$ cat config.mk
export PLATFORM = sky130hd
export DESIGN_NAME = uart_rx_param_flat
export DESIGN_NICKNAME = d
export VERILOG_FILES = /design/src/rtl/uart_rx_param_if.sv /design/src/rtl/uart_rx_param.sv /design/src/flat_wrapper.sv
export SDC_FILE = /design/constraint.sdc
export NUM_CORES = 1
export LEC_CHECK = 0
export ABC_AREA = 1
export BUFFER_PORTS_ARGS = -buffer_cell sky130_fd_sc_hd__clkbuf_2
export CORE_ASPECT_RATIO = 0.8
export CORE_MARGIN = 5
export CORE_UTILIZATION = 30
export CTS_BUF_LIST = sky130_fd_sc_hd__clkbuf_4
export DETAILED_ROUTE_END_ITERATION = 6
export GPL_TIMING_DRIVEN = 0
export PLACE_DENSITY = 0.45
export SLEW_MARGIN = 20
export SYNTH_ARGS = -nofsm -noshare
export SYNTH_HDL_FRONTEND = slang
export SYNTH_SLANG_ARGS = --single-unit
export TNS_END_PERCENT = 5
$ cat constraint.sdc
create_clock -name clk_100MHz -period 1.5 [get_ports clk_100MHz]
set_input_delay 0.15 -clock clk_100MHz [delete_from_list [all_inputs] [get_ports clk_100MHz]]
set_output_delay 0.15 -clock clk_100MHz [all_outputs]
set_load 0.005 [all_outputs]
$ cat src/rtl/uart_rx_param_if.sv
// Receiver-side bus bundle: serial line and baud tick in, held word with
// ready/ack handshake and error flags out.
interface uart_rx_param_if #(
    parameter int DBITS = 8
);
    logic             rx;
    logic             sample_tick;
    logic             data_ack;
    logic             data_ready;
    logic [DBITS-1:0] data_out;
    logic             parity_err;
    logic             frame_err;
    logic             overrun_err;
    logic             break_det;
    logic             busy;

    modport master (
        output rx, sample_tick, data_ack,
        input  data_ready, data_out, parity_err, frame_err, overrun_err, break_det, busy
    );

    modport slave (
        input  rx, sample_tick, data_ack,
        output data_ready, data_out, parity_err, frame_err, overrun_err, break_det, busy
    );
endinterface

$ cat src/rtl/uart_rx_param.sv
// Oversampling UART receiver: 2-flop rx synchroniser, start-bit glitch
// rejection, 3-sample majority per bit, parity/framing/overrun/break flags
// and a held output word released by data_ack.
module uart_rx_param #(
    parameter int DBITS      = 8,
    parameter int OVERSAMPLE = 16,
    parameter int PARITY     = 0,
    parameter int STOP_BITS  = 1
) (
    input  logic           clk_100MHz,
    input  logic           reset,
    uart_rx_param_if.slave bus
);
    localparam int TW = $clog2(OVERSAMPLE);
    localparam int BW = $clog2(DBITS);
    localparam logic [TW-1:0] T_HALF = TW'(OVERSAMPLE / 2 - 1);
    localparam logic [TW-1:0] T_S0   = TW'(OVERSAMPLE - 3);
    localparam logic [TW-1:0] T_S1   = TW'(OVERSAMPLE - 2);
    localparam logic [TW-1:0] T_LAST = TW'(OVERSAMPLE - 1);
    localparam logic [BW-1:0] B_LAST = BW'(DBITS - 1);
    localparam logic          S_LAST = (STOP_BITS == 2);

    typedef enum logic [2:0] {IDLE, START, DATA, PAR, STOP, RECOVER} state_t;

    state_t           state, state_n;
    logic             rx_p0, rxs;
    logic [TW-1:0]    tick_cnt, tick_n;
    logic [BW-1:0]    bit_cnt, bit_n;
    logic             stop_cnt, stop_n;
    logic [DBITS-1:0] shift_reg, shift_n;
    logic [1:0]       smp, smp_n;
    logic             par_acc, par_n;
    logic             perr_p, perr_pn, ferr_p, ferr_pn, brk_p, brk_pn;
    logic             complete, bit_v, bit_end;
    logic             fin_perr, fin_ferr, fin_brk;
    logic             ready_q, perr_q, ferr_q, ovr_q, brk_q;
    logic [DBITS-1:0] dout_q;

    function automatic logic maj3(input logic a, input logic b, input logic c);
        return (a & b) | (a & c) | (b & c);
    endfunction

    // Even parity fails on odd total ones; odd parity fails on even total.
    function automatic logic parity_bad(input logic acc, input logic pbit);
        if (PARITY == 1) return acc ^ pbit;
        else             return ~(acc ^ pbit);
    endfunction

    // Bring the asynchronous line into the clock domain; idle level is 1.
    always_ff @(posedge clk_100MHz or posedge reset) begin
        if (reset) begin
            rx_p0 <= 1'b1;
            rxs   <= 1'b1;
        end else begin
            rx_p0 <= bus.rx;
            rxs   <= rx_p0;
        end
    end

    // Receiver state and per-frame working registers.
    always_ff @(posedge clk_100MHz or posedge reset) begin
        if (reset) begin
            state     <= IDLE;
            tick_cnt  <= '0;
            bit_cnt   <= '0;
            stop_cnt  <= 1'b0;
            shift_reg <= '0;
            smp       <= '0;
            par_acc   <= 1'b0;
            perr_p    <= 1'b0;
            ferr_p    <= 1'b0;
            brk_p     <= 1'b0;
        end else begin
            state     <= state_n;
            tick_cnt  <= tick_n;
            bit_cnt   <= bit_n;
            stop_cnt  <= stop_n;
            shift_reg <= shift_n;
            smp       <= smp_n;
            par_acc   <= par_n;
            perr_p    <= perr_pn;
            ferr_p    <= ferr_pn;
            brk_p     <= brk_pn;
        end
    end

    // Next-state, bit sampling and per-frame error accumulation.
    always_comb begin
        state_n  = state;
        tick_n   = tick_cnt;
        bit_n    = bit_cnt;
        stop_n   = stop_cnt;
        shift_n  = shift_reg;
        smp_n    = smp;
        par_n    = par_acc;
        perr_pn  = perr_p;
        ferr_pn  = ferr_p;
        brk_pn   = brk_p;
        complete = 1'b0;
        fin_perr = perr_p;
        fin_ferr = ferr_p;
        fin_brk  = brk_p;
        bit_v    = maj3(smp[0], smp[1], rxs);
        bit_end  = bus.sample_tick && (tick_cnt == T_LAST);

        // Shared bit-period timing for DATA, PAR and STOP.
        if ((state == DATA || state == PAR || state == STOP) && bus.sample_tick) begin
            tick_n = bit_end ? '0 : tick_cnt + TW'(1);
            if (tick_cnt == T_S0) smp_n[0] = rxs;
            if (tick_cnt == T_S1) smp_n[1] = rxs;
        end

        case (state)
            IDLE: begin
                if (!rxs) begin
                    state_n = START;
                    tick_n  = '0;
                end
            end
            START: begin
                if (bus.sample_tick) begin
                    if (tick_cnt == T_HALF) begin
                        if (rxs) begin
                            state_n = IDLE;
                        end else begin
                            state_n = DATA;
                            tick_n  = '0;
                            bit_n   = '0;
                            par_n   = 1'b0;
                            perr_pn = 1'b0;
                            ferr_pn = 1'b0;
                            brk_pn  = 1'b1;
                        end
                    end else begin
                        tick_n = tick_cnt + TW'(1);
                    end
                end
            end
            DATA: begin
                if (bit_end) begin
                    shift_n = {bit_v, shift_reg[DBITS-1:1]};
                    par_n   = par_acc ^ bit_v;
                    if (bit_v) brk_pn = 1'b0;
                    if (bit_cnt == B_LAST) begin
                        state_n = (PARITY != 0) ? PAR : STOP;
                        stop_n  = 1'b0;
                    end else begin
                        bit_n = bit_cnt + BW'(1);
                    end
                end
            end
            PAR: begin
                if (bit_end) begin
                    perr_pn = parity_bad(par_acc, bit_v);
                    if (bit_v) brk_pn = 1'b0;
                    state_n = STOP;
                    stop_n  = 1'b0;
                end
            end
            STOP: begin
                if (bit_end) begin
                    fin_ferr = ferr_p | ~bit_v;
                    fin_brk  = brk_p & ~bit_v;
                    ferr_pn  = fin_ferr;
                    brk_pn   = fin_brk;
                    if (stop_cnt == S_LAST) begin
                        complete = 1'b1;
                        state_n  = bit_v ? IDLE : RECOVER;
                    end else begin
                        stop_n = 1'b1;
                    end
                end
            end
            RECOVER: begin
                if (rxs) state_n = IDLE;
            end
            default: state_n = IDLE;
        endcase
    end

    // Output hold register: completion loads a new word, ack releases it.
    always_ff @(posedge clk_100MHz or posedge reset) begin
        if (reset) begin
            dout_q  <= '0;
            ready_q <= 1'b0;
            perr_q  <= 1'b0;
            ferr_q  <= 1'b0;
            ovr_q   <= 1'b0;
            brk_q   <= 1'b0;
        end else if (complete) begin
            dout_q  <= shift_reg;
            ready_q <= 1'b1;
            perr_q  <= fin_perr;
            ferr_q  <= fin_ferr;
            brk_q   <= fin_brk;
            ovr_q   <= bus.data_ack ? 1'b0 : (ready_q ? 1'b1 : ovr_q);
        end else if (bus.data_ack && ready_q) begin
            ready_q <= 1'b0;
            perr_q  <= 1'b0;
            ferr_q  <= 1'b0;
            ovr_q   <= 1'b0;
            brk_q   <= 1'b0;
        end
    end

    assign bus.data_out    = dout_q;
    assign bus.data_ready  = ready_q;
    assign bus.parity_err  = perr_q;
    assign bus.frame_err   = ferr_q;
    assign bus.overrun_err = ovr_q;
    assign bus.break_det   = brk_q;
    assign bus.busy        = (state != IDLE);
endmodule

$ cat src/flat_wrapper.sv
// flat-port wrapper written by rule: the top's interface ports become plain ports
module uart_rx_param_flat 
#(
    parameter int DBITS      = 8,
    parameter int OVERSAMPLE = 16,
    parameter int PARITY     = 0,
    parameter int STOP_BITS  = 1
)
  (clk_100MHz, reset, bus_rx, bus_sample_tick, bus_data_ack, bus_data_ready, bus_data_out, bus_parity_err, bus_frame_err, bus_overrun_err, bus_break_det, bus_busy);
  uart_rx_param_if #(.DBITS(DBITS)) bus_i ();
  input  logic clk_100MHz;
  input  logic reset;
  input wire logic [$bits(bus_i.rx)-1:0] bus_rx;
  input wire logic [$bits(bus_i.sample_tick)-1:0] bus_sample_tick;
  input wire logic [$bits(bus_i.data_ack)-1:0] bus_data_ack;
  output wire logic [$bits(bus_i.data_ready)-1:0] bus_data_ready;
  output wire logic [$bits(bus_i.data_out)-1:0] bus_data_out;
  output wire logic [$bits(bus_i.parity_err)-1:0] bus_parity_err;
  output wire logic [$bits(bus_i.frame_err)-1:0] bus_frame_err;
  output wire logic [$bits(bus_i.overrun_err)-1:0] bus_overrun_err;
  output wire logic [$bits(bus_i.break_det)-1:0] bus_break_det;
  output wire logic [$bits(bus_i.busy)-1:0] bus_busy;
  assign bus_i.rx = bus_rx;
  assign bus_i.sample_tick = bus_sample_tick;
  assign bus_i.data_ack = bus_data_ack;
  assign bus_data_ready = bus_i.data_ready;
  assign bus_data_out = bus_i.data_out;
  assign bus_parity_err = bus_i.parity_err;
  assign bus_frame_err = bus_i.frame_err;
  assign bus_overrun_err = bus_i.overrun_err;
  assign bus_break_det = bus_i.break_det;
  assign bus_busy = bus_i.busy;
  uart_rx_param #(.DBITS(DBITS), .OVERSAMPLE(OVERSAMPLE), .PARITY(PARITY), .STOP_BITS(STOP_BITS)) u_core (.clk_100MHz(clk_100MHz), .reset(reset), .bus(bus_i));
endmodule
Word level (Yosys, flattened, before mapping)
Index checks and enable logic that the tools add are counted.
- register bits: 40
- output and inout bits: 14
- logic and storage cells: 139
- $add $sub $neg: 2
- equality and inequality tests: 24
- mux-type cells: 59
- bitwise gates (word level): 10
- reductions and logical operators: 25
- operator list (operator ; number):
    two-way mux 3 bit ; 15
    two-way mux 1 bit ; 30
    two-way mux 4 bit ; 5
    case mux 3 bit (6 select lines) ; 1
    AND reduction 5 bit ; 3
    inequality test 2 x 1 -> 1 bit, second input constant ; 7
    equality test 4 bit, second input constant ; 3
    inequality test 2 bit, second input constant ; 6
    AND reduction 6 bit ; 2
    equality test 3 bit, second input constant ; 3
    AND reduction 9 bit ; 1
    nonzero test 3 bit ; 3
    case mux 4 bit (2 select lines) ; 1
    AND reduction 2 bit ; 4
    nonzero test 2 bit ; 4
    equality test 3 x 2 -> 1 bit, second input constant ; 2
    case mux 1 bit (2 select lines) ; 3
    case mux 1 bit (3 select lines) ; 2
    case mux 3 bit (2 select lines) ; 1
    adder 4 x 1 -> 4 bit, second input constant ; 1
    bitwise AND 1 bit ; 4
    equality test 4 x 3 -> 1 bit, second input constant ; 1
    AND reduction 4 bit ; 1
    adder 3 x 1 -> 3 bit, second input constant ; 1
    other kinds (10) ; 16

Longest topological paths before layout
- word-level depth: 9
- gate-level depth with buffers: 9
- depth with buffers taken out: 9

Worst setup path before layout
Ideal clock, no wire load.
- kind: reg-to-reg
- start point: register u_core.tick_cnt[0]
- end point: register u_core.shift_reg[7]
- setup time: 0.121 ns
- arrival: 1.317 ns
- required time: 1.379 ns
- path slack: 0.062 ns
- cell stages (with the launch flop): 8
- buffers on the path: 1
- cells stage by stage: dfrtp_1 -> ha_1 -> nand2_2 -> nor2_8 -> nand2_4 -> buf_6 -> nand2_1 -> o21ai_2
- cells in the longest elaborated chain, start to end: 3
- ends and longest elaborated chain (item ; line ; RTL):
    from (decl) ; uart_rx_param.sv:27 ; logic [TW-1:0] tick_cnt, tick_n;
    from (signal assigned) ; uart_rx_param.sv:75 ; tick_cnt <= tick_n;
    equality test 4 bit ; uart_rx_param.sv:104 ; bit_end = bus.sample_tick && (tick_cnt == T_LAST);
    logical AND 1 bit ; uart_rx_param.sv:104 ;
    AND reduction 2 bit (no source line) ; -- ;
    to (signal assigned) ; uart_rx_param.sv:78 ; shift_reg <= shift_n;
    to (decl) ; uart_rx_param.sv:30 ; logic [DBITS-1:0] shift_reg, shift_n;
Every way passes these cells.
A chain may end at the register's enable or synchronous reset.

Worst setup path in the final report
- start point: register u_core.tick_cnt[0]
- end point: register u_core.tick_cnt[2]
- cells in the longest elaborated chain, start to end: 8
- ends and longest elaborated chain (item ; line ; RTL):
    branches (longest 7 deep; another with adder 4 x 1 -> 4 bit) ; -- ;
    case mux 4 bit (2 select lines) * ; uart_rx_param.sv:113 ; case (state)
    named net u_core.tick_n[2] ; uart_rx_param.sv:27 ;
Mark *: on every way through the listed nets, which the timed path passes.

==> metrics.csv <==
metric,value,unit
routed wire length,5.27,mm
placed cell area,2450,um^2
Worst EP required,1830,ps
PwrDens,1220,nW/um^2
Critical Path Max Stage Delay,450,ps
via count,1877,
vias in the first global route,1808,
peak supply drop,450,uV
largest net degree at the start of global routing,30,
Cell variety after synth,28,
Synth top cells by count,"98 x nand2_1, 37 x dfrtp_1, 27 x inv_1",
TritonCTS clock tree,yes,
Iteration-0 DRC Markers,75,
synthesized cell area,2220,um^2
placed wire-length estimate,3.75,mm
Starting Density,30.4,%
DRC Markers,0,
Lkg Pwr,1.45,nW
setup slack after layout,57.1,ps
gr ovfl total,0,
final net count,332,
"top cells by area, synth","dfrtp_1 42%, nand2_1 17%, nand3_1 4.7%, inv_1 4.6%, o21ai_2 3.5%",
later-pin clock latency in the skew report,370,ps
top-area cell type share of the netlist area,41.6,%
Setup Viol. Count Final,0,
num ports,19,
pre-CTS setup slack,-206,ps
"Seq/Total Area, Yosys",44.0,%
ant diodes,0,
H-tree Lvls,2,
initial antenna violation count,0,
Rows,28,
Clock Skews,17.7,ps
"most used cell, CP",nand2_1,
vias per cell,4.54,
fin area,2700,um^2
ys flop type,dfrtp_1,
Final Hold Fails,0,
hold slack,223,ps
DRT antenna net count,0,
"EDFF count, synth",0,
first-pass GRT wire length,9.16,mm
"critical path, cell by cell","ha_4, buf_4, xor2_1, nor2_1, o21ai_0, nand2_1, nand2_1",
critical path type,reg -> reg,
clock buffer count from CTS,5,
"area leader, netlist",dfrtp_1,
fin util,36.9,%
die height,87,um
Seq cells post-synth,39,
Total GRT Usage,12.6,%
Max Fclk,0.693,GHz
TritonRoute pass-1 iters,4,
layout cells sized above 1,30.7,%
Async SR Flop Fraction,100,%
RSZ-0062 raised after global routing,true,
die area,9240,um^2
"Arr. time, crit path",1770,ps
core box area,7320,um^2
outcome,"complete, no violations",
synthesis-to-layout area growth,21.6,%
max-capacitance violation count,0,
Placed Cells,389,
Hold Path Class,in -> reg,
Clock Pin Slew Worst Setup and Hold Paths,160,ps
synthesized instance count,280,
most frequent cell after synthesis,nand2_1,
"Max FO, Critical Path",4,
CP Capture Type,register,
Rel. slew slack,80.9,%
Die Wd,106,um
worst slew pin tran,286,ps
Post-Syn Nets,290,
buffer levels on the longest clock path,2,
Final Non-Filler Cells,413,
slowest CP cell,dfrtp_2,
fin crit share,96.2,%
DR WL/cell,12.7,um
crit start category,register,
CTS root buf,clkbuf_4,
GP Congestion,0.877,
YS warnings,0,
clk sinks,39,
syn_area_per_cell,7.94,um^2
PortBufs,18,
min cycle time layout,1440,ps
Slew Limit Fails,0,
[final timing paths]
check / from / end / slack (ps) / depth (start not counted)
setup reg to reg: u_core.tick_cnt[0]$_DFF_PP0_ / u_core.tick_cnt[2]$_DFF_PP0_ / 60 / 7
hold / removal: bus_sample_tick / u_core.tick_cnt[0]$_DFF_PP0_ / 220 / 5
setup / recovery: u_core.tick_cnt[0]$_DFF_PP0_ / u_core.tick_cnt[2]$_DFF_PP0_ / 60 / 7
min in group asynchronous: reset / u_core.tick_cnt[2]$_DFF_PP0_ / 230 / 3
max in group asynchronous: reset / u_core.state[2]$_DFFE_PP0P_ / 810 / 4
hold reg to reg: u_core.rx_p0$_DFF_PP1_ / u_core.rxs$_DFF_PP1_ / 370 / 0
[stage by stage]
stage	setup TNS, ps	total power (W)
final	0	0.00329
after global routing	-39.7	0.00355
after CTS	0	0.00317
after detailed placement	-4370	0.00249
after global placement	-13330	0.00249
after floorplan	0	0.00221
[cells by family after synthesis]
group / after synthesis / share of synthesized area (%)
simple gates: 164 / 35.7
xor+xnor: 1 / 0.394
buf+inv: 36 / 7.48
compound gates: 35 / 9.57
fa+ha+maj: 5 / 2.81
flops: 39 / 44.0
[layout by cell type (no fill, tap or decap), types with 7 or more instances in the layout]
| cell type | n |
|---|---|
| buf_4 | 13 |
| clkbuf_2 | 18 |
| dfrtp_1 | 32 |
| inv_1 | 24 |
| nand2_1 | 95 |
| nand2_2 | 10 |
| nand2_4 | 7 |
| nand3_1 | 20 |
| nor2_1 | 15 |
| o21ai_0 | 7 |
| o21ai_1 | 14 |
| o21ai_2 | 9 |
[repair_timing]
action | CTS | global route
setup endpoints to repair | 38 | 22
gates cloned | 0 | 0
pin swaps | 1 | 3
buffers inserted | 6 | 7
hold endpoints to repair | 41 | 0
hold buffers | 3 | 0
gates resized for setup | 14 | 12
[power by group]
part           total [W]  switching [W]  internal, W
registers        0.00126       0.000115      0.00115
logic            0.00142       0.000888     0.000531
clock network   0.000612       0.000424     0.000188
total            0.00329        0.00143      0.00187
[layer usage]
metal,up-vias,wire (um),track usage [%]
li1,974,-,-
met1,866,2790,18.4
met2,30,2240,18.5
met3,7,171,2.74
met4,0,61,3.65
met5,-,0,0
[cell type report]
cell class                      instances  area (um^2)
Fill cell                             755         4620
Multi-Input combinational cell        205         1130
Sequential cell                        39          985
Timing Repair Buffer                   35          245
Inverter                               32          130
Tap cell                               90          113
Buffer                                  4         41.3
Clock buffer                            5         37.5
Clock inverter                          3         23.8
[critical path, delay by kind of cell (launching register included)]
| family | cells | cell delay (ps) |
|---|---|---|
| xor gates and xnor gates | 1 | 210 |
| and+or+nand+nor | 3 | 220 |
| DFF | 1 | 450 |
| adders and majority gates | 1 | 180 |
| buffers and inverters | 1 | 130 |
| AOI/OAI and AO/OA | 1 | 210 |
(Power assumes the default switching activity.)
